<file path="src/rtl/program_loader.sv">
// program_loader: framed byte stream (LEN_HI, LEN_LO, 4*LEN big-endian word bytes, XOR CHK) to program-memory writes; ports: start/rx_* in, rom_write_* out, cpu_halt/load_busy/load_done/load_error/words_loaded status
module program_loader #(
  parameter int DATA_WIDTH = 16,
  parameter int ROM_WIDTH  = 32,
  parameter int ROM_DEPTH  = 256
) (
  input  logic                  clk,
  input  logic                  reset,
  input  logic                  start,
  input  logic [7:0]            rx_data,
  input  logic                  rx_valid,
  output logic                  rx_ready,
  output logic                  rom_write_enable,
  output logic [DATA_WIDTH-1:0] rom_write_addr,
  output logic [ROM_WIDTH-1:0]  rom_write_data,
  output logic                  cpu_halt,
  output logic                  load_busy,
  output logic                  load_done,
  output logic                  load_error,
  output logic [DATA_WIDTH-1:0] words_loaded
);
  typedef enum logic [2:0] {IDLE, LEN_HI, LEN_LO, WORD, CHECK, DONE, ERROR} state_t;
  localparam logic [DATA_WIDTH:0] DEPTH = ROM_DEPTH[DATA_WIDTH:0];
  state_t                state_q, state_d;
  logic [DATA_WIDTH-1:0] len_q, len_d, cnt_q, cnt_d, waddr_q, waddr_d;
  logic [ROM_WIDTH-9:0]  buf_q, buf_d;
  logic [ROM_WIDTH-1:0]  wdata_q, wdata_d;
  logic [7:0]            chk_q, chk_d;
  logic [1:0]            idx_q, idx_d;
  logic                  we_q, we_d, rdy_q, halt_q, done_q, err_q, acc;
  assign acc = rx_valid && rdy_q;
  always_comb begin
    state_d = state_q;
    len_d   = len_q;
    cnt_d   = cnt_q;
    chk_d   = chk_q;
    idx_d   = idx_q;
    buf_d   = buf_q;
    we_d    = 1'b0;
    waddr_d = waddr_q;
    wdata_d = wdata_q;
    case (state_q)
      IDLE, DONE, ERROR: if (start) begin
        state_d = LEN_HI;
        len_d   = '0;
        cnt_d   = '0;
        chk_d   = '0;
        idx_d   = '0;
      end
      LEN_HI: if (acc) begin
        state_d = LEN_LO;
        len_d   = {len_q[DATA_WIDTH-9:0], rx_data};
        chk_d   = chk_q ^ rx_data;
      end
      LEN_LO: if (acc) begin
        len_d   = {len_q[DATA_WIDTH-9:0], rx_data};
        chk_d   = chk_q ^ rx_data;
        state_d = ({1'b0, len_d} > DEPTH) ? ERROR : (len_d == '0) ? CHECK : WORD;
      end
      WORD: if (acc) begin
        chk_d = chk_q ^ rx_data;
        buf_d = {buf_q[ROM_WIDTH-17:0], rx_data};
        idx_d = idx_q + 2'd1;
        if (idx_q == 2'd3) begin
          we_d    = 1'b1;
          waddr_d = cnt_q;
          wdata_d = {buf_q, rx_data};
          cnt_d   = cnt_q + DATA_WIDTH'(1);
          state_d = (cnt_d == len_q) ? CHECK : WORD;
        end
      end
      CHECK: if (acc) state_d = (rx_data == chk_q) ? DONE : ERROR;
      default: state_d = IDLE;
    endcase
  end
  always_ff @(posedge clk) begin
    if (reset) begin
      state_q <= IDLE;
      len_q   <= '0;
      cnt_q   <= '0;
      chk_q   <= '0;
      idx_q   <= '0;
      buf_q   <= '0;
      we_q    <= 1'b0;
      waddr_q <= '0;
      wdata_q <= '0;
      rdy_q   <= 1'b0;
      halt_q  <= 1'b0;
      done_q  <= 1'b0;
      err_q   <= 1'b0;
    end else begin
      state_q <= state_d;
      len_q   <= len_d;
      cnt_q   <= cnt_d;
      chk_q   <= chk_d;
      idx_q   <= idx_d;
      buf_q   <= buf_d;
      we_q    <= we_d;
      waddr_q <= waddr_d;
      wdata_q <= wdata_d;
      rdy_q   <= state_d inside {LEN_HI, LEN_LO, WORD, CHECK};
      halt_q  <= state_d inside {LEN_HI, LEN_LO, WORD, CHECK, ERROR};
      done_q  <= state_d == DONE;
      err_q   <= state_d == ERROR;
    end
  end
  assign rx_ready         = rdy_q;
  assign load_busy        = rdy_q;
  assign cpu_halt         = halt_q;
  assign load_done        = done_q;
  assign load_error       = err_q;
  assign rom_write_enable = we_q;
  assign rom_write_addr   = waddr_q;
  assign rom_write_data   = wdata_q;
  assign words_loaded     = cnt_q;
endmodule

</file>
<file path="config.mk">
export PLATFORM = sky130hd
export DESIGN_NAME = program_loader
export DESIGN_NICKNAME = d
export VERILOG_FILES = /design/src/rtl/program_loader.sv
export SDC_FILE = /design/constraint.sdc
export NUM_CORES = 1
export LEC_CHECK = 0
export ABC_AREA = 0
export BUFFER_PORTS_ARGS = -buffer_cell sky130_fd_sc_hd__buf_4
export CORE_MARGIN = 2
export CORE_UTILIZATION = 61
export DETAILED_ROUTE_END_ITERATION = 10
export PLACE_DENSITY = 0.84
export SETUP_SLACK_MARGIN = 0.2
export SLEW_MARGIN = 20
export SYNTH_ARGS = -nofsm -noshare
export SYNTH_HDL_FRONTEND = slang
export SYNTH_SLANG_ARGS = --single-unit
</file>
<file path="constraint.sdc">
create_clock -name clk -period 5.9 [get_ports clk]
set_input_delay 0.59 -clock clk [delete_from_list [all_inputs] [get_ports clk]]
set_output_delay 0.59 -clock clk [all_outputs]
set_load 0.03 [all_outputs]
</file>
==> flow_results.org, run 1 <==
** Routing
- Post-detailed-routing wire length :: 14.4 mm
- Number of optimization iterations in the first detailed-route pass :: 5
- The count of nets left with antenna violations once routing finished came out at 0.
- Via count :: 5323
- Routed wire per std cell :: 16.3 µm
- DRC :: 0
- For this block, the initial DRC count from the detailed router was 417.
- Per-cell via count in the routed design :: 6.00

** Setup path
- Maximum net fanout on the critical path :: 10
- Worst Setup Start Kind :: flip-flop
- CP endpoint kind :: flip-flop
- Setup slack on the worst reg-to-reg path comes out at 2.79 ns.
- The worst register-to-register path ends at load_busy$_SDFF_PP0_.
- By startpoint and endpoint, the worst setup path is classified as flip-flop to flip-flop.
- Req. time, crit path :: 6.35 ns
- Worst Setup EP :: load_busy$_SDFF_PP0_
- Worst path arrival time :: 3.56 ns
- The number of cells on the worst reg-to-reg path is 8.
- Critical register-to-register path startpoint :: words_loaded[0]$_SDFFE_PP0P_
- Worst setup path start :: words_loaded[0]$_SDFFE_PP0P_

** Logic synthesis
- During synthesis, Yosys emitted a total of 0 warnings.
- Post-synthesis instance area :: 0.00561 mm²
- The number of nets in the synthesized netlist is 736.
- For this run, the leading register cell type out of synthesis is sky130_fd_sc_hd__dfxtp_1.
- Share of synthesized registers carrying an async set or reset :: 0%
- Summing the sequential cell areas from Yosys gives 43.6% of the chip area.
- Synthesized instance count :: 722
- Post-synth EDFFs :: 0
- Avg Inst Size Synth :: 7.77 µm²
- The number of different library cells used by synthesis comes to 68.
- Total of flip-flops plus latches after synthesis :: 122

** Final layout
- Leaving out fill and tap cells, the most frequent cells in the layout are sky130_fd_sc_hd__nand2_1, sky130_fd_sc_hd__dfxtp_1, sky130_fd_sc_hd__a21oi_1, sky130_fd_sc_hd__buf_4, sky130_fd_sc_hd__nor2_1.
- The library cell used most frequently in the layout, excluding fill and tap cells, is sky130_fd_sc_hd__nand2_1.
- The layout has 639 filler cells.
- The area growth from synthesis to layout is 19.3%.
- The number of antenna diodes in the final layout is 0.
- The final layout contains 780 nets.
- Share of cells above drive strength 1 :: 17.5%

** CTS
- In this run the number of H-tree levels came out at 4.
- CTS Root Cell :: sky130_fd_sc_hd__clkbuf_8
- Hold Buf Count CTS :: 0
- Number of instances resized during post-cts repair :: 0
- The later pin in the worst-skew pair is clocked with a latency of 0.52 ns.
- Setup Buffers After CTS :: 0
- Counting the buffers created by CTS gives 17.
- Clock buffer depth :: 2
- TritonCTS clock tree :: done
- Clock slew seen by the registers of the worst setup and hold paths :: 0.06 ns
- Counting every sink on the clock net gives 122.

** STA
- Worst Clk Skew :: 0.00926 ns
- The worst pin sits at a relative slew slack of 29.9%.
- For the pin with the worst max-slew slack, the measured transition is 1.05 ns.
- Derived from the worst setup path, the maximum achievable clock frequency is 0.321 GHz.
- Final hold violation count :: 0
- Final critical-path share of the clock period :: 52.7%
- Setup slack after layout :: 2.79 ns
- After routing, the total negative slack on setup checks comes to 0 ns.
- The max-slew violation total from the final report came to 0.
- Post-layout min period :: 3.11 ns
- Setup repair after global routing left no endpoint under its margin.
- Setup violations remaining at the end of the flow were counted as 0.

** GRT
- Overall routing resource usage :: 29.0%
- For this run the aggregate overflow at the end of global routing stands at 0.
- The first global-routing pass estimated 23.6 mm of wire.
- The initial antenna violation count came to 0.
- Entering global routing, the biggest net connects 69 pins.
- Via count of the first global-routing pass :: 4797

** Power and ir drop
- Static leakage :: 2.40 nW
- Power Density :: 330 mW/mm²
- VDD sags by at most 191 µV.
- Total power :: 2.20 mW

** Die
- For this configuration, the core starts out at a cell density of 63.7%.
- From left edge to right edge, the die measures 99.9 µm.
- The die is 99.9 µm tall.
- Top Ports :: 82
- Std cell rows :: 34
- Core ar. :: 0.00881 mm²
- The die covers 0.00997 mm².

** Run status
- Status :: finished, final reports clean

** Min path
- The path class of the tightest hold or removal check is primary input to flip-flop.

** Place
- Before CTS, the worst setup slack after placement is 2.86 ns.
- The count of buffers added on input and output ports is 81.
- The HPWL after detailed placement is 9.22 mm.
- Final RePlAce weighted congestion :: 0.940

** Job
- The tool flagged a number of max-cap violations equal to 0.
per-stage QoR:
step / cell area (µm²) / cells / hold WS (ns) / utilization, %
2_1_floorplan: 5610 / 722 / 0.432 / -
3_3_place_gp: 6080 / 855 / 0.442 / 69.0
3_5_place_dp: 6080 / 855 / 0.447 / 69.0
4_1_cts: 6680 / 887 / 0.357 / 75.9
5_1_grt: 6690 / 887 / 0.369 / 75.9
6_report: 6690 / 887 / 0.367 / 75.9
logic make-up after synthesis:
kind of cell,Yosys count,share of synthesized area (%)
compound gates,183,18.6
xor+xnor,27,4.35
fa+ha+maj,3,0.625
buf+inv,67,5.94
flops,122,43.6
mux,2,0.357
simple gates,318,26.6
final cells by class:
type | instances | area (µm²) | area share, %
clock buffers | 18 | 418 | 6.25
inverters | 7 | 26.3 | 0.393
well taps | 108 | 135 | 2.02
repair buffers | 85 | 638 | 9.54
clock inverters | 14 | 185 | 2.77
multi-input cells | 533 | 2840 | 42.5
flip-flops and latches | 122 | 2440 | 36.5
synthesized netlist by cell type (all sizes together) (2+ instances only):
| cell type | instances | share of area, % |
|---|---|---|
| a21boi | 2 | 0.27 |
| a21o | 5 | 0.67 |
| a21oi | 119 | 11 |
| a31oi | 4 | 0.67 |
| and2 | 2 | 0.25 |
| and3 | 4 | 0.47 |
| buf | 18 | 2.5 |
| clkbuf | 42 | 3.0 |
| dfxtp | 122 | 44 |
| ha | 2 | 0.45 |
| inv | 7 | 0.47 |
| mux2i | 2 | 0.36 |
| nand2 | 181 | 12 |
| nand2b | 3 | 0.33 |
| nand3 | 26 | 2.7 |
| nand3b | 14 | 1.9 |
| nand4 | 12 | 1.6 |
| nor2 | 37 | 2.5 |
| nor3 | 9 | 0.80 |
| nor3b | 2 | 0.27 |
| nor4 | 8 | 0.89 |
| o21a | 2 | 0.27 |
| o21ai | 28 | 2.5 |
| o21bai | 2 | 0.27 |
| o221ai | 2 | 0.31 |
| o22ai | 3 | 0.33 |
| o41ai | 2 | 0.31 |
| or2 | 2 | 0.22 |
| or3 | 8 | 0.91 |
| or4 | 4 | 0.67 |
| xnor2 | 19 | 3.1 |
| xor2 | 8 | 1.2 |
critical path, stage by stage, from the launching register on:
cell and delay (ns):
sky130_fd_sc_hd__dfxtp_1 0.53, sky130_fd_sc_hd__ha_1 0.40, sky130_fd_sc_hd__nand3_4 0.17, sky130_fd_sc_hd__nor4_1 0.57
sky130_fd_sc_hd__xnor2_1 0.20, sky130_fd_sc_hd__o211ai_2 0.13, sky130_fd_sc_hd__or4_4 0.57, sky130_fd_sc_hd__a31oi_2 0.26
sky130_fd_sc_hd__mux2i_1 0.20
worst min-delay path by stage:
| stage | start | to | slack, ns | depth (start not counted) |
|---|---|---|---|---|
| 2_1_floorplan | buf_q[16]$_SDFFE_PP0P_ | rom_write_data[24]$_SDFFE_PP0P_ | 0.43 | 2 |
| 3_3_place_gp | rom_write_addr[7]$_SDFFE_PP0P_ | rom_write_addr[7]$_SDFFE_PP0P_ | 0.44 | 2 |
| 3_5_place_dp | rom_write_data[30]$_SDFFE_PP0P_ | rom_write_data[30]$_SDFFE_PP0P_ | 0.45 | 2 |
| 4_1_cts | rx_data[6] | rom_write_data[6]$_SDFFE_PP0P_ | 0.36 | 3 |
| 5_1_grt | rx_data[0] | buf_q[0]$_SDFFE_PP0P_ | 0.37 | 3 |
| 6_report | rx_data[6] | rom_write_data[6]$_SDFFE_PP0P_ | 0.37 | 3 |
flip-flops by register name, summed over array words and instances, names as in the netlist:
register and flops:
rom_write_data 32, buf_q 24, len_q 16, rom_write_addr 16, words_loaded 16, chk_q 8
state_q 3, idx_q 2, cpu_halt 1, load_busy 1, load_done 1, load_error 1
rom_write_enable 1
per-layer routing:
layer	share of wire, %	vias to the layer above	track usage, %
met5	0	-	0
met4	1.9	0	11.3
met3	6.9	31	5.85
met2	48	234	45.4
met1	43	2484	39.8
li1	-	2574	-
report_power, final:
group / total, mW / switching, mW / internal, mW
Clock: 1.06 / 0.402 / 0.654
Combinational: 0.270 / 0.179 / 0.0909
Sequential: 0.879 / 0.0331 / 0.846
Total: 2.20 / 0.614 / 1.59
No activity file was read; power rests on OpenSTA's default activity.
==> run 2, diff against run 1 <==
--- a/config.mk
+++ b/config.mk
@@ -5,12 +5,12 @@
 export SDC_FILE = /design/constraint.sdc
 export NUM_CORES = 1
 export LEC_CHECK = 0
-export ABC_AREA = 0
+export ABC_AREA = 1
 export BUFFER_PORTS_ARGS = -buffer_cell sky130_fd_sc_hd__buf_4
 export CORE_MARGIN = 2
-export CORE_UTILIZATION = 61
+export CORE_UTILIZATION = 56
 export DETAILED_ROUTE_END_ITERATION = 10
-export PLACE_DENSITY = 0.84
+export PLACE_DENSITY = 0.79
 export SETUP_SLACK_MARGIN = 0.2
 export SLEW_MARGIN = 20
 export SYNTH_ARGS = -nofsm -noshare
==> constraint.sdc (replaced) <==
create_clock -name clk -period 3.15 [get_ports clk]
set_input_delay 0.315 -clock clk [delete_from_list [all_inputs] [get_ports clk]]
set_output_delay 0.315 -clock clk [all_outputs]
set_load 0.03 [all_outputs]
==> run 2 against run 1 <==
  * Clock power increased by 73%
  * Wire length grew 1.2%
  * Final area fell by 1.6%
  * Register-to-register slack worse by 2.1 ns
  * Via count grew 1.5%
  * Worst setup slack got worse by 2.1 ns
  * Maximum frequency increased by 28%
  * Clock-buffer cell count shrank 1
  * Non-clock buffer count grew 2
  * Area after synthesis decreased by 5.0%
  * Power rose by 74%
  * Largest cell class unchanged
==> flow_results.org, run 2 <==
** Die
- The horizontal die dimension is 102 µm (was 99.9 µm).
- Starting utilization of the core area :: 57.6% (was 63.7%)
- Die area :: 0.0103 mm² (was 0.00997 mm²)
- Std cell rows :: 35 (was 34)
- The height of the die is 102 µm (was 99.9 µm).
- Top Ports :: 82 (unchanged)
- Core ar. :: 0.00924 mm² (was 0.00881 mm²)

** Logic synthesis
- Synthesized instance count :: 758 (was 722)
- Share of synthesized registers carrying an async set or reset :: 0% (unchanged)
- Post-synth EDFFs :: 0 (unchanged)
- The synthesized area per cell is 7.03 µm² (was 7.77 µm²).
- The register bit count reported by yosys was 122 (unchanged).
- Leading cell types by count after synthesis: sky130_fd_sc_hd__nor2_1, sky130_fd_sc_hd__nand2_1, sky130_fd_sc_hd__dfxtp_1 (was sky130_fd_sc_hd__nand2_1, sky130_fd_sc_hd__dfxtp_1, sky130_fd_sc_hd__a21oi_1).
- The number of distinct library cell variants in the gate-level netlist after synthesis came to 34 (was 68).
- The most instantiated flip-flop cell in the synthesis netlist was sky130_fd_sc_hd__dfxtp_1 (unchanged).
- Largest area contributor in the synthesized netlist :: sky130_fd_sc_hd__dfxtp_1 (unchanged)
- Net Count, Synth :: 772 (was 736)
- The count of yosys warnings during synthesis is 0 (unchanged).
- Synth top area share :: 45.9% (was 43.6%)
- The most frequently used cell type in the post-synthesis netlist is sky130_fd_sc_hd__nor2_1 (was sky130_fd_sc_hd__nand2_1).
- Leading cell types by total area after synthesis :: sky130_fd_sc_hd__dfxtp_1, sky130_fd_sc_hd__nor2_1, sky130_fd_sc_hd__nand2_1 (was sky130_fd_sc_hd__dfxtp_1, sky130_fd_sc_hd__nand2_1, sky130_fd_sc_hd__a21oi_1)
- Share of synthesized area occupied by flip-flops and latches :: 45.9% (was 43.6%)
- Post-synthesis instance area :: 0.00533 mm² (was 0.00561 mm²)

** Setup path
- The highest net fanout along the worst path was 7 (was 10).
- The end of the worst register-to-register path was cpu_halt$_SDFF_PP0_ (was load_busy$_SDFF_PP0_).
- Most Frequent Cell on Critical Path :: sky130_fd_sc_hd__nand2_1
- The last element of the critical path is cpu_halt$_SDFF_PP0_ (was load_busy$_SDFF_PP0_).
- Worst setup path start :: words_loaded[0]$_SDFFE_PP0P_ (unchanged)
- Number of cells on the worst reg-to-reg path :: 18 (was 8)
- The critical path capture point type is a flip-flop (unchanged).
- Critical register-to-register path startpoint :: words_loaded[0]$_SDFFE_PP0P_ (unchanged)
- Kind of critical path :: flip-flop to flip-flop (unchanged)
- Reg-to-reg setup timing slack :: 0.72 ns (was 2.79 ns)
- Worst Setup Start Kind :: flip-flop (unchanged)
- Req. time, crit path :: 3.57 ns (was 6.35 ns)
- Max incr delay on CP :: 0.45 ns (was 0.57 ns)
- The cell with the largest stage delay on the worst path was sky130_fd_sc_hd__dfxtp_1 (was sky130_fd_sc_hd__nor4_1).
- CP cell instances :: ha_1, nand2_1, nor2_4, nand2_1, nand2_1, nor2_1, nor2_1, nand3_1, nor2_1, nand2_1, nor2_1, nand3_1, nand2_1, nand2_2, nand3_1, nand3_1, nand2_1, nand2_1 (was ha_1, nand3_4, nor4_1, xnor2_1, o211ai_2, or4_4, a31oi_2, mux2i_1)
- The critical path data arrival time is 2.85 ns (was 3.56 ns).

** STA
- Setup slack after layout :: 0.721 ns (was 2.79 ns)
- Worst slew slack as a fraction of its limit :: 48.6% (was 29.9%)
- Final critical-path share of the clock period :: 77.1% (was 52.7%)
- Maximum clock frequency :: 0.412 GHz (was 0.321 GHz)
- The total of endpoints with negative setup slack in the final report came to 0 (unchanged).
- Worst-Margin Slew :: 0.770 ns (was 1.05 ns)
- Unrepaired setup endpoints after global routing :: no (unchanged)
- The clock skew is 0.00694 ns (was 0.00926 ns).
- The final hold slack was 0.0916 ns (was 0.367 ns).
- Post-layout min period :: 2.43 ns (was 3.11 ns)
- Post-Route Setup TNS :: 0 ns (unchanged)
- The max-slew violation total from the final report is 0 (unchanged).
- The hold violation count in the final report is 0 (unchanged).

** Routing
- Post-detailed-routing wire length :: 14.6 mm (was 14.4 mm)
- The count of unresolved DRC violations after routing was 0 (unchanged).
- The vias per cell was 5.56 (was 6.00).
- The detailed router's first-iteration violation count came to 321 (was 417).
- The total via count after detailed routing was 5402 (was 5323).
- Post-DRT Antenna Nets :: 0 (unchanged)
- Number of optimization iterations in the first detailed-route pass :: 5 (unchanged)
- The wire length per cell after detailed routing is 15.0 µm (was 16.3 µm).

** Place
- The half-perimeter wire length after detailed placement was 9.56 mm (was 9.22 mm).
- Final RePlAce weighted congestion :: 0.962 (was 0.940)
- The worst slack after detailed placement was 0.760 ns (was 2.86 ns).
- The number of I/O port buffers is 81 (unchanged).

** GRT
- The total congestion overflow after global routing was 0 (unchanged).
- The initial antenna violation count is 0 (unchanged).
- The global-route wire length before repair came to 23.5 mm (was 23.6 mm).
- Maximum number of pins on one net before global-route repair :: 76 (was 69)
- The global-route total usage across every layer is 29.1% (was 29.0%).
- The via count of the first global-routing pass came to 4984 (was 4797).

** CTS
- The CTS tree is done (unchanged).
- The number of sinks on the clock net came to 122 (unchanged).
- The clock tree root buffer cell was sky130_fd_sc_hd__clkbuf_8 (unchanged).
- The post-CTS setup buffer count is 0 (unchanged).
- The clock network latency to the later pin of the worst-skew pair was 0.52 ns (about the same).
- The clock-pin slew on the worst setup and hold paths is 0.06 ns (about the same).
- Number of buffers created by CTS :: 17 (unchanged)
- The level count of the clock H-tree came to 4 (unchanged).
- The number of gates resized after CTS is 0 (unchanged).
- Hold Buf Count CTS :: 0 (unchanged)
- The maximum number of buffers from clock root to sink is 2 (unchanged).

** Min path
- Type of the worst min-delay path :: primary input to flip-flop (unchanged)
- Worst min-delay path startpoint :: rx_data[6] (unchanged)

** Final layout
- The fill cell total of the finished layout was 754 (was 639).
- The proportion of layout cells with a drive suffix above 1 was 16.3% (was 17.5%).
- The utilization after layout is 71.2% (was 75.9%).
- Most frequent standard cell in the layout excluding fill and tap cells :: sky130_fd_sc_hd__nor2_1 (was sky130_fd_sc_hd__nand2_1)
- Max reg flops :: 32 (unchanged)
- The area taken by multi-input logic gates was 0.00254 mm² (was 0.00284 mm²).
- Antenna diode count :: 0 (unchanged)
- Footprint of the flip-flops and latches :: 0.00244 mm² (unchanged)
- Most frequent cells in the layout :: sky130_fd_sc_hd__nor2_1, sky130_fd_sc_hd__nand2_1, sky130_fd_sc_hd__dfxtp_1, sky130_fd_sc_hd__buf_4, sky130_fd_sc_hd__o21ai_0 (was sky130_fd_sc_hd__nand2_1, sky130_fd_sc_hd__dfxtp_1, sky130_fd_sc_hd__a21oi_1, sky130_fd_sc_hd__buf_4, sky130_fd_sc_hd__nor2_1)
- Final Net Count :: 843 (was 780)
- Growth of design area from synthesis to finish :: 23.5% (was 19.3%)

** Run status
- Status :: finished, final reports clean (unchanged)

** Power and ir drop
- The total leakage power is 2.96 nW (was 2.40 nW).
- Power Density :: 583 mW/mm² (was 330 mW/mm²)
- The maximum vdd drop is 354 µV (was 191 µV).

** Job
- Number of maximum-capacitance violations :: 0 (unchanged)
[run 2: changes by cell type after synthesis, sizes merged, moves of 13 or more]
cell	delta
a21oi	-68
inv	+50
nand2	-50
nand3	+25
nor2	+138
o21ai	+54
a211oi	+13
buf	-13
xnor2	-17
[run 2: worst min-delay path by stage]
| stage | to | slack (ns) | depth (start not counted) |
|---|---|---|---|
| 6_report | rom_write_data[6]$_SDFFE_PP0P_ | 0.09 | 3 |
| 5_1_grt | rom_write_data[6]$_SDFFE_PP0P_ | 0.09 | 3 |
| 4_1_cts | rom_write_data[5]$_SDFFE_PP0P_ | 0.08 | 3 |
| 3_5_place_dp | chk_q[0]$_SDFFE_PP0P_ | 0.47 | 2 |
| 3_3_place_gp | idx_q[1]$_SDFFE_PP0P_ | 0.45 | 2 |
| 2_1_floorplan | idx_q[1]$_SDFFE_PP0P_ | 0.45 | 2 |
[run 2: layer usage]
metal | GRT usage, % | vias to the layer above | routed length, µm
li1 | - | 2623 | -
met1 | 38.1 | 2536 | 6380
met2 | 47.7 | 223 | 6980
met3 | 6.42 | 20 | 1040
met4 | 9.67 | 0 | 204
met5 | 0 | - | 0
[run 2: cells by family (layout without fill, tap and decap cells)]
group | after synthesis | in the layout | synth area share (%)
xor+xnor | 9 | 9 | 1.62
fa+ha+maj | 2 | 2 | 0.470
buf+inv | 93 | 177 | 6.65
flops | 122 | 122 | 45.9
simple gates | 379 | 379 | 29.9
compound gates | 153 | 153 | 15.5
[run 2: area by class of cell]
type                            count  share of cell area [%]
Timing Repair Buffer               87                    9.93
Clock inverter                     15                    2.32
Clock buffer                       17                    6.30
Tap cell                          129                    2.45
Inverter                           58                    3.31
Multi-Input combinational cell    543                    38.6
Sequential cell                   122                    37.1
[run 2: power by group]
part	leakage, nW	total [mW]	switching (mW)	internal [mW]
Clock	0.270	1.83	0.818	1.01
Sequential	0.987	1.63	0.0397	1.59
Combinational	1.70	0.376	0.257	0.118
[run 2: worst max-delay path, delay by kind of cell, from the launching register on]
family | cells | cell delay [ns]
AND/OR/NAND/NOR | 17 | 1.61
flip-flops | 1 | 0.45
adder cells (fa/ha/maj) | 1 | 0.26
[run 2: metrics by stage]
stage          std cells  total power, mW  cell area, µm²
2_1_floorplan        758             1.92            5330
3_3_place_gp         939             2.01            6010
3_5_place_dp         939             2.03            6010
4_1_cts              971             3.84            6580
5_1_grt              971             3.96            6580
6_report             971             3.83            6580
==> run 3, diff against run 2 <==
==> constraint.sdc (replaced) <==
create_clock -name clk -period 2.3 [get_ports clk]
set_input_delay 0.23 -clock clk [delete_from_list [all_inputs] [get_ports clk]]
set_output_delay 0.23 -clock clk [all_outputs]
set_load 0.03 [all_outputs]
==> run 3 against run 2 <==
  * Combinational power is 49% higher
  * Global-route usage up 0.39 points
  * Power rose by 38%
  * Worst hold slack lost 0.080 ns
  * Core utilization grew 3.5 points
  * Maximum frequency rose by 11%
  * Non-clock buffer count increased by 24
  * Clock skew grew 0.0018 ns
  * Final area increased by 4.9%
  * Clock power is 37% higher
==> flow_results.org, run 3 (synthesis gave the netlist of run 2 again) <==
** Run status
- Status :: finished, final reports clean (unchanged)

** GRT
- The initial antenna violation count came to 0 (unchanged).
- The global-route wire length before repair came to 24.0 mm (was 23.5 mm).
- The total congestion overflow after global routing came to 0 (unchanged).
- The maximum number of pins on one net before global-route repair is 50 (was 76).
- Overall routing resource usage :: 29.5% (was 29.1%)
- The via count of the first global-routing pass was 5093 (was 4984).

** CTS
- Clock buffer depth :: 2 (unchanged)
- The level count of the clock H-tree was 4 (unchanged).
- The clock network latency to the later pin of the worst-skew pair is 0.52 ns (about the same).
- The number of sinks on the clock net was 122 (unchanged).
- Clock slew seen by the registers of the worst setup and hold paths :: 0.06 ns (about the same)
- The CTS tree is done (unchanged).
- The clock tree root buffer cell was sky130_fd_sc_hd__clkbuf_8 (unchanged).
- The number of buffers created by CTS came to 17 (unchanged).

** Final layout
- The proportion of layout cells with a drive suffix above 1 was 21.8% (was 16.3%).
- Final Net Count :: 868 (was 843)
- Most frequent cells in the layout :: sky130_fd_sc_hd__nor2_1, sky130_fd_sc_hd__nand2_1, sky130_fd_sc_hd__dfxtp_1, sky130_fd_sc_hd__buf_4, sky130_fd_sc_hd__o21ai_0 (unchanged)
- Final standard cell utilization of the core :: 74.7% (was 71.2%)
- The count of inserted antenna diode cells is 0 (unchanged).
- Number of filler instances in the final layout :: 715 (was 754)
- The commonest non-fill, non-tap cell in the layout is sky130_fd_sc_hd__nor2_1 (unchanged).
- Growth of design area from synthesis to finish :: 29.6% (was 23.5%)
- Max reg flops :: 32 (unchanged)

** Die
- Core ar. :: 0.00924 mm² (unchanged)
- The top-level port count came to 82 (unchanged).
- The starting density of the core was 57.6% (unchanged).
- The number of rows created at floorplan was 35 (unchanged).
- Die area :: 0.0103 mm² (unchanged)
- The height of the die was 102 µm (unchanged).
- The horizontal die dimension came to 102 µm (unchanged).

** Place
- The worst slack after detailed placement is 0.0285 ns (was 0.760 ns).
- The final weighted congestion of routability-driven global placement was 0.936 (was 0.962).
- The half-perimeter wire length after detailed placement was 9.72 mm (was 9.56 mm).
- Number of buffers inserted by port buffering :: 81 (unchanged)

** Setup path
- The origin of the worst setup path is words_loaded[1]$_SDFFE_PP0P_ (was words_loaded[0]$_SDFFE_PP0P_).
- The required time of the critical path came to 2.72 ns (was 3.57 ns).
- CP endpoint kind :: flip-flop (unchanged)
- The minimum setup slack among reg-to-reg paths came to 0.11 ns (was 0.72 ns).
- The start-to-end type of the worst setup path is flip-flop to flip-flop (unchanged).
- Terminus of the critical flop-to-flop path :: cpu_halt$_SDFF_PP0_ (unchanged)
- The category of the worst setup path launch point is a flip-flop (unchanged).
- The worst reg2reg path depth came to 18 (unchanged).
- The startpoint of the lowest-slack register-to-register path was words_loaded[1]$_SDFFE_PP0P_ (was words_loaded[0]$_SDFFE_PP0P_).
- The critical path data arrival time came to 2.61 ns (was 2.85 ns).
- Maximum net fanout on the critical path :: 6 (was 7)

** Power and ir drop
- Static leakage :: 3.09 nW (was 2.96 nW)
- The maximum vdd drop came to 471 µV (was 354 µV).
- Power Density :: 767 mW/mm² (was 583 mW/mm²)

** STA
- The clock skew was 0.00872 ns (was 0.00694 ns).
- The final critical-path setup slack came to 0.107 ns (was 0.721 ns).
- Final hold violation count :: 0 (unchanged)
- Post-layout min period :: 2.19 ns (was 2.43 ns)
- Maximum clock frequency :: 0.456 GHz (was 0.412 GHz)
- Setup violators final :: 0 (unchanged)
- Unrepaired setup endpoints after global routing: yes (was no).
- The relative max-transition margin was 68.7% (was 48.6%).
- Number of pins exceeding their max-slew limit in the final report :: 0 (unchanged)
- Worst-Margin Slew :: 0.470 ns (was 0.770 ns)
- The ratio of final minimum period to clock period is 95.3% (was 77.1%).

** Routing
- Routed wire per std cell :: 15.1 µm (was 15.0 µm)
- The total iterations of the first detailed-routing run was 7 (was 5).
- The number of antenna-violating nets in the routed design was 0 (unchanged).
- The detailed router's first-iteration violation count was 367 (was 321).
- DRC :: 0 (unchanged)
- Post-detailed-routing wire length :: 15.1 mm (was 14.6 mm)
- The vias per cell was 5.51 (was 5.56).
- The total via count after detailed routing was 5492 (was 5402).

** Min path
- Worst min-delay path endpoint :: rom_write_data[6]$_SDFFE_PP0P_ (unchanged)
- Type of the worst min-delay path :: primary input to flip-flop (unchanged)
- Worst min-delay path startpoint :: rx_data[6] (unchanged)
- The number of instances on the worst hold path is 3 (unchanged).

** Job
- Number of maximum-capacitance violations :: 0 (unchanged)
## run 3: critical path: stages, from the launching register on
cell,delay [ns]
sky130_fd_sc_hd__dfxtp_4,0.38
sky130_fd_sc_hd__ha_4,0.28
sky130_fd_sc_hd__inv_1,0.04
sky130_fd_sc_hd__nand2_1,0.06
sky130_fd_sc_hd__nand2_1,0.05
sky130_fd_sc_hd__nor2_1,0.10
sky130_fd_sc_hd__nand3_1,0.08
sky130_fd_sc_hd__nor2_1,0.12
sky130_fd_sc_hd__nand3_1,0.10
sky130_fd_sc_hd__nor2_2,0.11
sky130_fd_sc_hd__nand2_1,0.09
sky130_fd_sc_hd__nor2_2,0.11
sky130_fd_sc_hd__nand3_1,0.09
sky130_fd_sc_hd__nand2_2,0.10
sky130_fd_sc_hd__nand2_2,0.09
sky130_fd_sc_hd__nand3_2,0.10
sky130_fd_sc_hd__nand3_2,0.07
sky130_fd_sc_hd__nand2_2,0.07
sky130_fd_sc_hd__nand2_1,0.04
## run 3: area by class of cell
class	count	area, µm²	area share (%)
timing repair buffer	111	852	12.3
clock inverter	15	150	2.18
clock buffer	17	414	6.00
sequential	122	2460	35.7
multi-input combinational	543	2630	38.1
timing repair inverter	1	7.51	0.109
inverter	58	225	3.26
tap	129	161	2.34
## run 3: worst max-delay path by stage
| stage | to | depth (start not counted) |
|---|---|---|
| 2_1_floorplan | cpu_halt$_SDFF_PP0_ | 17 |
| 3_3_place_gp | cpu_halt$_SDFF_PP0_ | 18 |
| 3_5_place_dp | cpu_halt$_SDFF_PP0_ | 18 |
| 4_1_cts | cpu_halt$_SDFF_PP0_ | 18 |
| 5_1_grt | cpu_halt$_SDFF_PP0_ | 18 |
| 6_report | cpu_halt$_SDFF_PP0_ | 18 |
## run 3: metrics by stage
stage,power (mW),instances,instance area [µm²],TNS [ns],hold WS (ns)
6_report,5.30,996,6900,0,0.0115
5_1_grt,5.46,996,6900,-0.205,0.0152
4_1_cts,5.27,995,6850,0,0.0142
3_5_place_dp,2.80,948,6100,0,0.470
3_3_place_gp,2.78,948,6100,0,0.458
2_1_floorplan,2.62,758,5340,0,0.365
## run 3: report_power, final
| group | leakage [nW] | switching (mW) | internal, mW |
|---|---|---|---|
| Clock | 0.268 | 1.13 | 1.38 |
| Combinational | 1.83 | 0.366 | 0.192 |
| Sequential | 0.993 | 0.0539 | 2.17 |
| Total | 3.09 | 1.55 | 3.75 |
## run 3: what timing repair did
item                                   4_1_cts  5_1_grt
hold buffers                                 1        0
buffers inserted                            14        0
pin swaps                                   11        5
endpoints found under the hold margin        1        0
gates resized for setup                     15       18
setup endpoints to repair                    4       43
gates cloned                                 0        1
## run 3: layer usage
layer | GRT usage [%] | part of all wire (%)
met1 | 39.1 | 43
met2 | 47.5 | 48
met3 | 6.28 | 6.9
met4 | 10.6 | 2.2
met5 | 0 | 0
